**config.mk**
```make
export PLATFORM = sky130hd
export DESIGN_NAME = ser2par
export DESIGN_NICKNAME = d
export VERILOG_FILES = /design/src/rtl/ser2par.sv
export SDC_FILE = /design/constraint.sdc
export NUM_CORES = 1
export LEC_CHECK = 0
export ABC_AREA = 0
export BUFFER_PORTS_ARGS = -buffer_cell sky130_fd_sc_hd__buf_2
export CAP_MARGIN = 10
export CORE_MARGIN = 5
export CORE_UTILIZATION = 55
export DETAILED_ROUTE_END_ITERATION = 16
export GPL_TIMING_DRIVEN = 0
export PLACE_DENSITY = 0.88
export SYNTH_ARGS = -nofsm -noshare
export SYNTH_HDL_FRONTEND = slang
export SYNTH_SLANG_ARGS = --single-unit
```
**constraint.sdc**
```tcl
create_clock -name clk -period 2.3 [get_ports clk]
set_input_delay 0 -clock clk [delete_from_list [all_inputs] [get_ports clk]]
set_output_delay 0 -clock clk [all_outputs]
set_load 0.005 [all_outputs]
```
**src/rtl/ser2par.sv**
```systemverilog
// Bit-serial to W-bit word converter: collects W qualified bits, then presents
// the finished word on par_dout together with a one-cycle par_dout_valid strobe.
module ser2par #(
  parameter int W         = 8,
  parameter bit MSB_FIRST = 1'b1
) (
  input  logic         clk,
  input  logic         rstn,
  input  logic         ser_din,
  input  logic         ser_din_valid,
  output logic [W-1:0] par_dout,
  output logic         par_dout_valid
);

  localparam int            CW   = $clog2(W);
  localparam logic [CW-1:0] LAST = CW'(W - 1);

  if (W < 2) begin : g_bad_w
    $error("ser2par: W must be >= 2");
  end

  logic [W-1:0]  shreg;
  logic [W-1:0]  shreg_nxt;
  logic [CW-1:0] cnt;
  logic          last_bit;

  // The completed word is taken from the next-state value so that it
  // already contains the bit accepted on the completing edge.
  if (MSB_FIRST) begin : g_msb
    assign shreg_nxt = {shreg[W-2:0], ser_din};
  end else begin : g_lsb
    assign shreg_nxt = {ser_din, shreg[W-1:1]};
  end

  assign last_bit = ser_din_valid && (cnt == LAST);

  always_ff @(posedge clk or posedge rstn) begin
    if (rstn) begin
      shreg          <= '0;
      cnt            <= '0;
      par_dout       <= '0;
      par_dout_valid <= 1'b0;
    end else begin
      par_dout_valid <= last_bit;
      if (ser_din_valid) begin
        shreg <= shreg_nxt;
        cnt   <= last_bit ? '0 : cnt + CW'(1);
      end
      if (last_bit) par_dout <= shreg_nxt;
    end
  end

endmodule

```
==> flow_metrics.tcl, run 1 <==
set metrics [dict create \
    ir_drop_uv 677 \
    die_w_um 46.5 \
    syn_nets 52 \
    setup_viol 0 \
    tightest_slew_ns 0.682 \
    hold_class "in -> reg" \
    first_pass_iters 2 \
    clockRootBuffer "clkbuf_4" \
    end_kind "flip-flop" \
    io_buffers 12 \
    clock_latency_ns 0.29 \
    timing.final.crit_share 0.641 \
    met2_usage 0.212 \
    netlist_instances 46 \
    grt_antenna_before_repair 0 \
    grt_pass1_vias 458 \
    ioPinCount 13 \
    coreArea_um2 1280 \
    crit_type "reg -> reg" \
    clock_sinks 19 \
    place_congestion 0.694 \
    wire_per_inst_um 13.7 \
    drt_iter0_drc 1 \
    die_h_um 46.5 \
    clk_path_buf_depth 2 \
    p_total_w 0.000938 \
    synth_cell_types 9 \
    row_count 13 \
    post_cts_resized 0 \
    syn_to_final_growth_pct 17.1 \
    yosys_warnings 0 \
    start_kind "flip-flop" \
    clk_pin_slew_ns 0.10 \
    syn_area_per_cell_um2 15.9 \
    min_period_ns 1.47 \
    die_area_um2 2160 \
    antenna_cells 0 \
    finalWorstSetupSlack_ns 0.826 \
    cts_buffers 3 \
    drv_cap 0 \
    num-nets-final 71 \
    via_per_inst 5.00 \
    finalHoldViolCount 0 \
    setup_tns_ns 0 \
    grt_use_total 0.136 \
    fmax_mhz 678 \
    grt_start_max_net_pins 20 \
    totalWireLength_um 1080 \
    met1_usage 0.175 \
    busiest_layer "met2" \
    path_max_fanout 9 \
    final_common_cell "dfrtp_1" \
    ys_seq_area_frac 0.650 \
    use_met3 0.0234 \
    crit_required_ns 2.48 \
    fin_hold_ws_ns 0.0245 \
    p_per_area_nw_per_um2 1090 \
    arrival_ns 1.65 \
    final_antenna_net_count 0 \
    final_cell_mix "19 x dfrtp_1, 16 x mux2_2, 12 x buf_2" \
    maxSlewViolCount 0 \
    synth_area_um2 732 \
    leakage_nw 0.432 \
    nFillCells 100 \
    relSlewSlack 0.545 \
    grt_pass1_wl_um 2000 \
    grt_overflow 0 \
    layout-drive-gt1-share 0.516 \
    ctsHtreeMaxLevel 1 \
    vias 395 \
    dpl.hpwl_um 786 \
    outcome "finished, final reports clean" \
    tritoncts "done" \
    skew_ns 0.00313 \
    drc 0 \
    place_ws_ns 0.820 \
    initial_utilization 0.570 \
    rsz0062_at_grt "no" \
    ys_ff_latch 19 \
    post_cts_buffers 0 \
]
registers in the layout, summed over array words and instances, names as in the netlist:
register and count:
cnt 3, par_dout_valid 1, shreg 7, par_dout 8
logic make-up (layout without fill, tap and decap cells):
family          after synthesis  count (layout)  synth area share
buf+inv                       5              23            0.0308
compound gates                1               1           0.00855
simple gates                  2               2            0.0171
fa+ha+maj                     2               2            0.0342
flops                        19              19             0.650
mux                          17              17             0.260
per-stage QoR:
| step | cells | utilization | instance area (µm²) |
|---|---|---|---|
| 6_report | 79 | 0.667 | 857 |
| 5_1_grt | 79 | 0.667 | 857 |
| 4_1_cts | 79 | 0.667 | 857 |
| 3_5_place_dp | 73 | 0.631 | 811 |
| 3_3_place_gp | 73 | 0.631 | 811 |
| 2_1_floorplan | 46 | - | 732 |
timing repair:
item,in CTS,in global routing
hold buffers,2,0
hold endpoints to repair,21,0
endpoints found under the setup margin,0,0
worst max-delay path: stages, from the launching register on:
cell and delay [ns]:
dfrtp_1 0.41, ha_1 0.20, ha_1 0.19, nand2_2 0.19, mux2_2 0.37
final cells by class:
cell class                 count  area [µm²]  area share
timing repair buffer          14        80.1      0.0934
tap                           15        18.8      0.0219
multi-input combinational     22         234       0.273
inverter                       4        15.0      0.0175
sequential                    19         475       0.555
clock buffer                   4        26.3      0.0307
buffer                         1        7.51     0.00876
cells in the mapped netlist:
cell | n | area share
buf_4 | 1 | 0.010
dfrtp_1 | 19 | 0.65
ha_1 | 2 | 0.034
inv_1 | 4 | 0.021
mux2_2 | 16 | 0.25
mux2i_1 | 1 | 0.014
nand2_2 | 1 | 0.0086
nand2b_1 | 1 | 0.0086
o22ai_1 | 1 | 0.0086
final timing paths:
kind | start | to | slack (ns) | cells after the start
min reg2reg | cnt[0]$_DFFE_PP0P_ | cnt[0]$_DFFE_PP0P_ | 0.49 | 1
min in group asynchronous | rstn | par_dout[3]$_DFFE_PP0P_ | 0.35 | 3
max reg2reg | cnt[0]$_DFFE_PP0P_ | par_dout[6]$_DFFE_PP0P_ | 0.83 | 4
min | ser_din_valid | cnt[0]$_DFFE_PP0P_ | 0.02 | 3
max | cnt[0]$_DFFE_PP0P_ | par_dout[6]$_DFFE_PP0P_ | 0.83 | 4
max in group asynchronous | rstn | par_dout[6]$_DFFE_PP0P_ | 1.52 | 3
routing by layer:
layer	routed length (µm)	up-vias
met1	483	192
met4	12	0
met2	536	8
li1	-	193
met3	51	2
met5	0	-
where the power goes:
group | internal [W] | switching [W] | total, W
Combinational | 0.000159 | 0.0000984 | 0.000258
Clock | 0.0000674 | 0.0000967 | 0.000164
Sequential | 0.000454 | 0.0000624 | 0.000516
No activity file was read; power rests on OpenSTA's default activity.
==> run 2, diff against run 1 <==
CORE_UTILIZATION = 51   (was 55)
PLACE_DENSITY = 0.83   (was 0.88)
clock period = 1.4 ns   (was 2.3 ns; I/O delays follow)
==> run 2 against run 1 <==
  * Die area grew 6.1%
  * Global-route usage shrank 1.0 points
  * Register-to-register slack got worse by 0.76 ns
  * Clock-buffer cell count unchanged
  * Sequential share of layout area down 1.7 points
  * Non-clock buffer count is the same
  * Final cell count increased by 1.3%
  * Power grew 67%
  * Design area increased by 3.1%
  * Critical path depth is the same
  * Worst hold slack gained 0.0094 ns
  * Highest routed layer unchanged
==> flow_metrics.tcl, run 2 (same netlist as run 1, synthesis figures left out) <==
set metrics [dict create \
    grt_use_total 0.126 \
    place_ws_ns -0.0884 \
    coreArea_um2 1330 \
    layout-drive-gt1-share 0.554 \
    final_antenna_net_count 0 \
    clock_latency_ns 0.30 \
    num-nets-final 72 \
    p_sw_w 0.000429 \
    skew_ns 0.00119 \
    tritoncts "done" \
    path_buf_inv 0 \
    grt_start_max_net_pins 20 \
    wire_per_inst_um 13.5 \
    largest_reg_flops 8 \
    leakage_nw 0.439 \
    setup_tns_ns 0 \
    min_period_ns 1.34 \
    die_h_um 47.9 \
    path_cells "ha_2 > ha_4 > nand2_4 > mux2_2" \
    timing.final.crit_share 0.954 \
    finalHoldViolCount 0 \
    top_register "par_dout" \
    setup_viol 0 \
    pwr-share-clk 0.173 \
    clk_path_buf_depth 2 \
    start_kind "flip-flop" \
    crit_type "reg -> reg" \
    reg2reg_slack_ns 0.06 \
    grt_pass1_wl_um 1900 \
    vias 388 \
    final_cell_mix "19 x dfrtp_1, 16 x mux2_2, 12 x buf_2" \
    hold_class "in -> reg" \
    row_count 13 \
    p_seq_frac 0.542 \
    die_w_um 47.9 \
    dpl_cell_area_um2 811 \
    intPower_w 0.00114 \
    drc 0 \
    grt_overflow 0 \
    critPathTopFamily "flip-flops" \
    ctsHtreeMaxLevel 1 \
    design_area_um2 883 \
    die_area_um2 2290 \
    crit_required_ns 1.59 \
    place_congestion 0.683 \
    dpl.hpwl_um 701 \
    clk_pin_slew_ns 0.10 \
    maxSlewViolCount 0 \
    via_per_inst 4.85 \
    clockRootBuffer "clkbuf_4" \
    path_max_fanout 5 \
    finalWorstSetupSlack_ns 0.0645 \
    relSlewSlack 0.542 \
    io_buffers 12 \
    ioPinCount 13 \
    initial_utilization 0.549 \
    grt_pass1_vias 408 \
    end_kind "flip-flop" \
    syn_to_final_growth_pct 20.7 \
    drv_cap 0 \
    outcome "finished, final reports clean" \
    comb_power_share 0.285 \
    arrival_ns 1.53 \
    cp_slowest_stage_delay_ns 0.41 \
    cts_buffers 3 \
    tightest_slew_ns 0.687 \
    swShare 0.274 \
    p_per_area_nw_per_um2 1770 \
    ir_drop_uv 920 \
    drt_iter0_drc 3 \
    first_pass_iters 3 \
    totalWireLength_um 1080 \
    cp_slowest_cell "dfrtp_1" \
    clock_sinks 19 \
    fmax_mhz 749 \
    reg_top3 "par_dout x8, shreg x7, cnt x3" \
    final_common_cell "dfrtp_1" \
    rsz0062_at_grt "no" \
    post_cts_buffers 0 \
    grt_antenna_before_repair 0 \
    antenna_cells 0 \
]
-- run 2: changes by cell type in the layout (fill, tap and decap cells not counted) --
cell	change
ha_1	-2
ha_2	+1
ha_4	+1
nand2_4	+1
-- run 2: power groups by stage --
stage	logic (W)	registers, W	clock network, W
final	0.000447	0.000849	0.000271
after global routing	0.000512	0.000879	0.000309
after CTS	0.000441	0.000845	0.000281
after detailed placement	0.000421	0.000857	0
after global placement	0.000407	0.000846	0
after floorplan	0.000252	0.000854	0
-- run 2: per-stage QoR --
step,total power [W],std cells,util,hold WS (ns)
after global placement,0.00125,73,0.608,0.142
after global routing,0.00170,80,0.662,0.0376
after detailed placement,0.00128,73,0.608,0.140
after CTS,0.00157,80,0.653,0.0373
after floorplan,0.00111,46,-,-0.0489
final,0.00157,80,0.662,0.0339
-- run 2: what timing repair did --
item,4_1_cts,5_1_grt
resized for setup,2,2
hold endpoints to repair,21,0
pin swaps,1,1
cloned,1,0
hold buffers,2,0
endpoints found under the setup margin,8,4
-- run 2: worst reg2reg max path, delay by kind of cell (launching register included) --
family	cells	cell delay, ns
muxes	1	0.34
adders and majority gates	2	0.38
and+or+nand+nor	1	0.10
DFF	1	0.41
-- run 2: cell type report --
type | count | area, µm²
Tap cell | 15 | 18.8
Clock buffer | 4 | 26.3
Buffer | 1 | 7.51
Timing Repair Buffer | 14 | 80.1
Multi-Input combinational cell | 23 | 260
Sequential cell | 19 | 475
Fill cell | 100 | 450
Inverter | 4 | 15.0
-- run 2: path summary, 6_finish.rpt --
kind	startpoint	to	cells after the start
setup / recovery	cnt[0]$_DFFE_PP0P_	par_dout[0]$_DFFE_PP0P_	4
max in group asynchronous	rstn	par_dout[0]$_DFFE_PP0P_	3
hold / removal	ser_din_valid	par_dout_valid$_DFF_PP0_	3
hold reg to reg	cnt[0]$_DFFE_PP0P_	cnt[0]$_DFFE_PP0P_	1
setup reg to reg	cnt[0]$_DFFE_PP0P_	par_dout[0]$_DFFE_PP0P_	4
min in group asynchronous	rstn	par_dout[1]$_DFFE_PP0P_	3
-- run 2: routing by layer --
layer / track usage / share of wire / wire length (µm) / vias up
met3: 0.0451 / 0.061 / 66 / 4
li1: - / - / - / 195
met1: 0.152 / 0.44 / 477 / 180
met4: 0.0806 / 0.028 / 30 / 0
met5: 0 / 0 / 0 / -
met2: 0.190 / 0.47 / 507 / 9
==> run 3, diff against run 2 <==
PLACE_DENSITY = 0.74   (was 0.83)
==> run 3 against run 2 <==
  * Fmax decreased by 1.0%
  * First-iteration DRC count is 33% lower
  * Clock power is essentially flat
  * Worst setup slack got worse by 0.014 ns
  * Power increased by 0.78%
  * Non-clock buffer count up 1
  * Sequential power is 0.5% higher
  * Via count increased by 7.5%
  * Worst hold slack gained 0.0075 ns
  * Clock-buffer cell count did not move
  * Critical path depth unchanged
  * Core utilization increased by 0.56 points
  * Critical endpoint unchanged
  * Largest cell class unchanged
  * Largest power group unchanged
==> flow_metrics.tcl, run 3 (same netlist as run 1, synthesis figures left out) <==
set metrics [dict create \
    outcome "finished, final reports clean" \
    cts_buffers 3 \
    largest_reg_flops 8 \
    grt_antenna_before_repair 0 \
    reg2reg_to "par_dout[0]$_DFFE_PP0P_" \
    fmax_mhz 741 \
    hold_depth 3 \
    ctsHtreeMaxLevel 1 \
    finalWorstSetupSlack_ns 0.0506 \
    multi_input_area_um2 260 \
    path_buf_inv 0 \
    crit_required_ns 1.58 \
    tightest_slew_ns 0.690 \
    p_total_w 0.00158 \
    leakage_nw 0.443 \
    reg_top3 "par_dout x8, shreg x7, cnt x3" \
    die_area_um2 2290 \
    regArea_um2 475 \
    clk_pin_slew_ns 0.10 \
    timing.final.crit_share 0.964 \
    stdcell_count 81 \
    crit_type "reg -> reg" \
    rsz0062_at_grt "no" \
    drv_cap 0 \
    totalWireLength_um 1170 \
    min_period_ns 1.35 \
    final_cell_mix "19 x dfrtp_1, 16 x mux2_2, 12 x buf_2" \
    grt_overflow 0 \
    syn_to_final_growth_pct 21.7 \
    r2r-start "cnt[0]$_DFFE_PP0P_" \
    hold_end "cnt[0]$_DFFE_PP0P_" \
    dp.cells 73 \
    place_congestion 0.663 \
    end_kind "flip-flop" \
    p_per_area_nw_per_um2 1770 \
    p_seq_frac 0.540 \
    start_kind "flip-flop" \
    tritoncts "done" \
    hold_class "in -> reg" \
    clock_latency_ns 0.29 \
    drt_iter0_drc 2 \
    layout-drive-gt1-share 0.561 \
    final_common_cell "dfrtp_1" \
    clock_sinks 19 \
    finalHoldViolCount 0 \
    vias 417 \
    path_cells "ha_2 > ha_4 > nand2_4 > mux2_2" \
    comb_power_share 0.290 \
    coreArea_um2 1330 \
    initial_utilization 0.549 \
    reg2reg_slack_ns 0.05 \
    row_count 13 \
    hold_path.startpoint "ser_din_valid" \
    dpl.hpwl_um 717 \
    antenna_cells 0 \
    p_sw_w 0.000436 \
    design_area_um2 891 \
    path_max_fanout 5 \
    cp_slowest_cell "dfrtp_1" \
    ioPinCount 13 \
    num-nets-final 73 \
    setup_viol 0 \
    cp_slowest_stage_delay_ns 0.41 \
    die_w_um 47.9 \
    grt_pass1_vias 439 \
    ir_drop_uv 883 \
    relSlewSlack 0.539 \
    final_antenna_net_count 0 \
    wire_per_inst_um 14.5 \
    pwr-share-clk 0.170 \
    top_register "par_dout" \
    die_h_um 47.9 \
    grt_pass1_wl_um 2080 \
    arrival_ns 1.53 \
    nFillCells 103 \
    swShare 0.276 \
    skew_ns 0.00323 \
    first_pass_iters 2 \
    grt_start_max_net_pins 20 \
    place_ws_ns -0.0959 \
    dpl_cell_area_um2 811 \
    io_buffers 12 \
    critPathTopFamily "flip-flops" \
    drc 0 \
    grt_use_total 0.137 \
    ff2ff_path_depth 4 \
    via_per_inst 5.15 \
    clockRootBuffer "clkbuf_4" \
    clk_path_buf_depth 2 \
    intPower_w 0.00114 \
    maxSlewViolCount 0 \
]
==> run 3: timing repair <==
action / 4_1_cts / 5_1_grt
cloned: 1 / 0
gates resized for setup: 2 / 2
pin swaps: 1 / 1
hold endpoints to repair: 21 / 0
buffers inserted: 1 / 0
setup endpoints to repair: 8 / 8
hold buffers: 2 / 0
==> run 3: cell type report <==
cell class | count | share of cell area
buffer | 1 | 0.00843
clock buffer | 4 | 0.0295
inverter | 4 | 0.0169
multi-input combinational | 23 | 0.292
sequential | 19 | 0.534
tap | 15 | 0.0211
timing repair buffer | 15 | 0.0983
==> run 3: power by group through the flow <==
stage,clock (W),combinational (W),sequential (W)
CTS,0.000282,0.000449,0.000847
finish,0.000268,0.000458,0.000853
global placement,0,0.000410,0.000849
floorplan,0,0.000252,0.000854
global route,0.000304,0.000535,0.000885
detailed placement,0,0.000425,0.000857
==> run 3: worst register-to-register path, stage by stage, from the launching register on <==
cell and delay [ns]:
dfrtp_1 0.41, ha_2 0.21, ha_4 0.18, nand2_4 0.10
mux2_2 0.34
==> run 3: layer usage <==
metal	vias to the layer above	part of all wire	global-route usage
li1	202	-	-
met3	0	0.034	0.0376
met2	6	0.48	0.211
met1	209	0.49	0.185
met4	0	0	0.0484
met5	-	0	0
==> run 3: worst max path at each step <==
stage	startpoint	to	cells after the start
finish	cnt[0]$_DFFE_PP0P_	par_dout[0]$_DFFE_PP0P_	4
global route	cnt[0]$_DFFE_PP0P_	par_dout[0]$_DFFE_PP0P_	4
CTS	cnt[0]$_DFFE_PP0P_	par_dout[0]$_DFFE_PP0P_	4
detailed placement	cnt[0]$_DFFE_PP0P_	par_dout[0]$_DFFE_PP0P_	4
global placement	cnt[0]$_DFFE_PP0P_	par_dout[4]$_DFFE_PP0P_	4
floorplan	cnt[0]$_DFFE_PP0P_	par_dout[0]$_DFFE_PP0P_	4
==> run 3: metrics by stage <==
step                 util  hold slack, ns  setup TNS (ns)
global placement    0.608           0.138          -0.543
floorplan               -         -0.0489               0
finish              0.668          0.0415               0
global route        0.668          0.0641               0
CTS                 0.659          0.0280               0
detailed placement  0.608           0.134          -0.672
